File: src/rtl/mem_arbiter_pkg.sv
// Shared types and constants for the main-memory arbiter and its burst sequencer.
// Block geometry, state/owner encodings and the base-address helpers live here.
package mem_arbiter_pkg;

    localparam int WORDS  = 8;
    localparam int IDX_W  = 3;
    localparam int ADDR_W = 16;
    localparam int DATA_W = 16;

    // Byte-offset bits inside one 16-byte block
    localparam logic [ADDR_W-1:0] BLOCK_OFS_MASK = 16'h000F;

    typedef enum logic [1:0] {
        ST_IDLE  = 2'd0,
        ST_FILL  = 2'd1,
        ST_WRITE = 2'd2,
        ST_DONE  = 2'd3
    } state_e;

    typedef enum logic {
        OWN_I = 1'b0,
        OWN_D = 1'b1
    } owner_e;

    function automatic logic [ADDR_W-1:0] fill_base(input logic [ADDR_W-1:0] addr);
        return addr & ~BLOCK_OFS_MASK;
    endfunction

    function automatic logic [ADDR_W-1:0] word_base(input logic [ADDR_W-1:0] addr);
        return {addr[ADDR_W-1:1], 1'b0};
    endfunction

endpackage

File: src/rtl/mem_burst_seq.sv
// Burst sequencer: issues the 8 read requests of a block fill and counts returned words.
// Counters are held at zero whenever no fill is active, so each fill starts clean.
module mem_burst_seq
    import mem_arbiter_pkg::*;
(
    input  logic             clk,
    input  logic             rst_n,
    input  logic             active_i,
    input  logic             rvalid_i,
    output logic             issue_o,
    output logic [IDX_W-1:0] issue_idx_o,
    output logic [IDX_W-1:0] rcv_idx_o,
    output logic             last_o
);

    // Extra MSB on the issue counter marks "all words issued"
    logic [IDX_W:0]   issue_q, issue_d;
    logic [IDX_W-1:0] rcv_q, rcv_d;

    always_comb begin
        issue_o = active_i && !issue_q[IDX_W];
        issue_d = issue_q;
        rcv_d   = rcv_q;
        if (!active_i) begin
            issue_d = '0;
            rcv_d   = '0;
        end else begin
            if (issue_o) begin
                issue_d = issue_q + 1'b1;
            end
            if (rvalid_i) begin
                rcv_d = rcv_q + 1'b1;
            end
        end
    end

    assign issue_idx_o = issue_q[IDX_W-1:0];
    assign rcv_idx_o   = rcv_q;
    assign last_o      = active_i && rvalid_i && (rcv_q == IDX_W'(WORDS - 1));

    always_ff @(posedge clk) begin
        if (!rst_n) begin
            issue_q <= '0;
            rcv_q   <= '0;
        end else begin
            issue_q <= issue_d;
            rcv_q   <= rcv_d;
        end
    end

endmodule

File: src/rtl/mem_arbiter.sv
// Arbiter for the shared main memory: grants I/D cache requests, latches the
// transaction, runs the block burst or single write, and steers returned words.
module mem_arbiter
    import mem_arbiter_pkg::*;
(
    input  logic              clk,
    input  logic              rst_n,
    input  logic              i_req,
    input  logic [ADDR_W-1:0] i_addr,
    output logic              i_fill_valid,
    output logic              i_done,
    input  logic              d_req,
    input  logic              d_wr,
    input  logic [ADDR_W-1:0] d_addr,
    input  logic [DATA_W-1:0] d_wdata,
    output logic              d_fill_valid,
    output logic              d_done,
    output logic [DATA_W-1:0] fill_data,
    output logic [IDX_W-1:0]  fill_idx,
    output logic              mem_en,
    output logic              mem_wr,
    output logic [ADDR_W-1:0] mem_addr,
    output logic [DATA_W-1:0] mem_wdata,
    input  logic [DATA_W-1:0] mem_rdata,
    input  logic              mem_rvalid,
    output logic              busy
);

    state_e            state_q;
    owner_e            owner_q;
    owner_e            last_owner_q;
    logic [ADDR_W-1:0] base_q;
    logic [DATA_W-1:0] wdata_q;

    logic             grant_d, grant_i;
    logic             fill_active;
    logic             issue;
    logic [IDX_W-1:0] issue_idx;
    logic [IDX_W-1:0] rcv_idx;
    logic             last_word;

    // D wins ties unless D had the previous grant and I is waiting
    assign grant_d = d_req && !(i_req && (last_owner_q == OWN_D));
    assign grant_i = i_req && !grant_d;

    assign fill_active = (state_q == ST_FILL);

    mem_burst_seq u_burst (
        .clk         (clk),
        .rst_n       (rst_n),
        .active_i    (fill_active),
        .rvalid_i    (mem_rvalid),
        .issue_o     (issue),
        .issue_idx_o (issue_idx),
        .rcv_idx_o   (rcv_idx),
        .last_o      (last_word)
    );

    always_ff @(posedge clk) begin
        if (!rst_n) begin
            state_q      <= ST_IDLE;
            owner_q      <= OWN_I;
            last_owner_q <= OWN_I;
            base_q       <= '0;
            wdata_q      <= '0;
        end else begin
            unique case (state_q)
                ST_IDLE: begin
                    if (grant_d) begin
                        owner_q      <= OWN_D;
                        last_owner_q <= OWN_D;
                        base_q       <= d_wr ? word_base(d_addr) : fill_base(d_addr);
                        wdata_q      <= d_wdata;
                        state_q      <= d_wr ? ST_WRITE : ST_FILL;
                    end else if (grant_i) begin
                        owner_q      <= OWN_I;
                        last_owner_q <= OWN_I;
                        base_q       <= fill_base(i_addr);
                        state_q      <= ST_FILL;
                    end
                end
                ST_FILL: begin
                    if (last_word) begin
                        state_q <= ST_DONE;
                    end
                end
                ST_WRITE: state_q <= ST_DONE;
                ST_DONE:  state_q <= ST_IDLE;
                default:  state_q <= ST_IDLE;
            endcase
        end
    end

    always_comb begin
        mem_en       = 1'b0;
        mem_wr       = 1'b0;
        mem_addr     = '0;
        mem_wdata    = '0;
        i_fill_valid = 1'b0;
        d_fill_valid = 1'b0;
        i_done       = 1'b0;
        d_done       = 1'b0;
        unique case (state_q)
            ST_FILL: begin
                if (issue) begin
                    mem_en   = 1'b1;
                    mem_addr = base_q + {{(ADDR_W-IDX_W-1){1'b0}}, issue_idx, 1'b0};
                end
                i_fill_valid = mem_rvalid && (owner_q == OWN_I);
                d_fill_valid = mem_rvalid && (owner_q == OWN_D);
            end
            ST_WRITE: begin
                mem_en    = 1'b1;
                mem_wr    = 1'b1;
                mem_addr  = base_q;
                mem_wdata = wdata_q;
            end
            ST_DONE: begin
                i_done = (owner_q == OWN_I);
                d_done = (owner_q == OWN_D);
            end
            default: ;
        endcase
    end

    assign fill_data = mem_rdata;
    assign fill_idx  = rcv_idx;
    assign busy      = (state_q != ST_IDLE);

endmodule

File: config.mk
export PLATFORM = sky130hd
export DESIGN_NAME = mem_arbiter
export DESIGN_NICKNAME = d
export VERILOG_FILES = /design/src/rtl/mem_arbiter_pkg.sv /design/src/rtl/mem_burst_seq.sv /design/src/rtl/mem_arbiter.sv
export SDC_FILE = /design/constraint.sdc
export NUM_CORES = 1
export LEC_CHECK = 0
export ABC_AREA = 0
export CORE_MARGIN = 10
export CORE_UTILIZATION = 44
export DETAILED_ROUTE_END_ITERATION = 7
export PLACE_DENSITY = 0.86
export SLEW_MARGIN = 20
export SYNTH_ARGS = -nofsm -noshare
export SYNTH_HDL_FRONTEND = slang
export SYNTH_SLANG_ARGS = --single-unit
File: constraint.sdc
create_clock -name clk -period 3.4 [get_ports clk]
set_input_delay 0.51 -clock clk [delete_from_list [all_inputs] [get_ports clk]]
set_output_delay 0.51 -clock clk [all_outputs]
set_load 0.03 [all_outputs]
==> results_dict.tcl <==
set metrics [dict create \
    die_h_um 96.9 \
    critPathKind "reg2out" \
    ys_seq_area_share_pct 31.6 \
    power_density_mw_per_mm2 611 \
    diodes 0 \
    ir_drop_v 0.000392 \
    die_area_mm2 0.00938 \
    place_inst 442 \
    finalSetupTns_ns 0 \
    drive_gt1_share_pct 6.88 \
    cp-start-kind "flip-flop" \
    numCtsBuffers 5 \
    start_util_pct 46.4 \
    crit_chain "ha_1 -> fa_1 -> a21oi_2 -> buf_4 -> nor3_1 -> xnor2_1 -> o21ai_1 -> clkdlybuf4s50_1" \
    final_area_mm2 0.00352 \
    critical_path.max_stage_delay_ns 0.70 \
    overflow 0 \
    ant_nets 0 \
    rsz0062_at_grt "no" \
    syn_nets 393 \
    grt_pass1_vias 2450 \
    tightestPinTransition_ns 0.623 \
    routed_via_density 5.30 \
    die-width_um 96.9 \
    dp_hpwl_um 5500 \
    min_period_ns 3.24 \
    synth_cell_types 51 \
    finalMaxSlewViolations 0 \
    drcViolationCount 0 \
    cts_max_level 2 \
    areaGrowthSynthToFinish_pct 35.4 \
    rrSetupSlack_ns 1.67 \
    wl_per_cell_um 15.8 \
    cts.clk_slew.worst_paths_ns 0.08 \
    nFillCells 491 \
    hold_viol_final 0 \
    routed_wirelength_um 7100 \
    core_area_mm2 0.00561 \
    avgSynthCellArea_um2 8.33 \
    clockBufferDepth 2 \
    multi_input_comb_area_mm2 0.00153 \
    crit_required_ns 2.89 \
    crit_buf_inv 2 \
    synth_flop_cell "dfxtp_1" \
    cts_setup_buffers 0 \
    grt_max_degree 27 \
    synth_cells 312 \
    async_reset_ff_share_pct 0 \
    routabilityCongestion 0.853 \
    critPathCaptureType "primary output" \
    first_iter_violations 92 \
    status "complete, no violations" \
    total_leakage_power_nw 1.51 \
    final_nets 458 \
    cpMaxStageDelayCell "clkdlybuf4s50_1" \
    final_util_pct 62.8 \
    cts_root_buffer "clkbuf_8" \
    regArea_um2 821 \
    holdBufCountCts 0 \
    hp-class "reg2reg" \
    fin_skew_ns 0.00555 \
    crit_family "buffers and inverters" \
    grt_pass1_wl_um 12000 \
    clk_latency_ns 0.30 \
    cts_resized 0 \
    drtPass1Iterations 4 \
    cp.arrival_ns 2.73 \
    synth_edf_count 0 \
    synth_area_mm2 0.00260 \
    place_area_mm2 0.00338 \
    cts_tree "done" \
    cts.sinks 41 \
    slew_headroom_pct 58.4 \
    rows 27 \
    setup_viol 0 \
    final_cells 450 \
    setup_ws_ns 0.159 \
    crit_fanout 6 \
    num_vias 2384 \
    grt_usage_pct 14.9 \
    antenna_found_initial 0 \
    fmax_mhz 309 \
    ys_ff_latch 41 \
    ios 128 \
    ys_warn_count 0 \
    period_share_pct 95.3 \
    max_cap_viol_count 0 \
    place_ws_ns 0.478 \
    port-buffer-count 89 \
]
-- synth_stat cells, drive strengths merged (2+ instances only) --
cell	number	area, µm²
nor3	4	25.0
buf	27	198
inv	5	18.8
o211a	13	130
nand2	66	253
nand3b	2	15.0
a31o	2	17.5
a21oi	5	32.5
xnor2	5	43.8
ha	10	125
mux2i	15	150
and2	20	125
a21boi	21	161
a22oi	4	30.0
nor2b	5	31.3
a31oi	8	50.1
nand4	4	25.0
clkbuf	8	31.3
nand3	4	30.0
o21ai	11	55.1
xor2	2	17.5
and3	4	25.0
nor2	11	48.8
dfxtp	41	821
-- state kept, by name (all words and copies together), names as in the netlist --
name               cells
wdata_q               16
base_q                15
u_burst.issue_q        4
u_burst.rcv_idx_o      3
state_q                2
last_owner_q           1
-- path summary, 6_finish.rpt --
path | start | end | depth (start not counted)
hold / removal | wdata_q[1] | wdata_q[1] | 2
hold reg to reg | wdata_q[1] | wdata_q[1] | 2
setup / recovery | u_burst.issue_q[0] | mem_addr[9] | 8
setup reg to reg | last_owner_q | wdata_q[6] | 4
-- per-layer routing --
metal	share of wire (%)	up-vias	wire, µm	global-route usage [%]
li1	-	1186	-	-
met3	7.9	11	563	5.68
met4	1.0	0	74	3.72
met5	0	-	0	0
met2	49	89	3470	25.4
met1	42	1098	2990	17.0
-- cells in the final DEF (no fill, tap or decap), drive strengths merged, types with 10 or more instances in the layout --
cell	count
clkdlybuf4s50	88
ha	10
and2	20
nor2	11
mux2i	15
o211a	13
dfxtp	41
a21boi	21
o21ai	11
nand2	66
-- per-stage QoR --
step | hold slack (ns) | power (W)
final | 0.452 | 0.00215
after global routing | 0.473 | 0.00231
after CTS | 0.453 | 0.00217
after detailed placement | 0.441 | 0.00169
after global placement | 0.436 | 0.00166
after floorplan | 0.430 | 0.00141
-- cell type report --
| cell class | count | area share [%] |
|---|---|---|
| multi-input cells | 231 | 43.6 |
| repair buffers | 93 | 26.2 |
| flip-flops and latches | 41 | 23.3 |
| well taps | 72 | 2.56 |
| clock buffers | 5 | 1.95 |
| clock inverters | 3 | 1.85 |
| inverters | 5 | 0.533 |
-- power breakdown --
group	switching (W)	total, W	internal [W]
combinational	0.000580	0.000985	0.000405
sequential	0.000107	0.000694	0.000587
clock	0.000179	0.000471	0.000292
total	0.000866	0.00215	0.00128
-- tightest hold or removal path, cell delays in order (launching register included) --
cell and delay [ns]:
dfxtp_1 0.31, nand2_1 0.05, a21boi_1 0.05
-- logic make-up (layout without fill, tap and decap cells) --
group / Yosys count / count (layout) / synth area share (%)
xor+xnor: 7 / 7 / 2.36
fa+ha+maj: 11 / 11 / 5.58
compound gates: 72 / 72 / 21.1
mux: 15 / 15 / 5.77
simple gates: 125 / 125 / 24.0
flops: 41 / 41 / 31.6
other cells: 1 / 1 / 0.144
buf+inv: 40 / 106 / 9.53
Power figures use the tool's default switching activity.
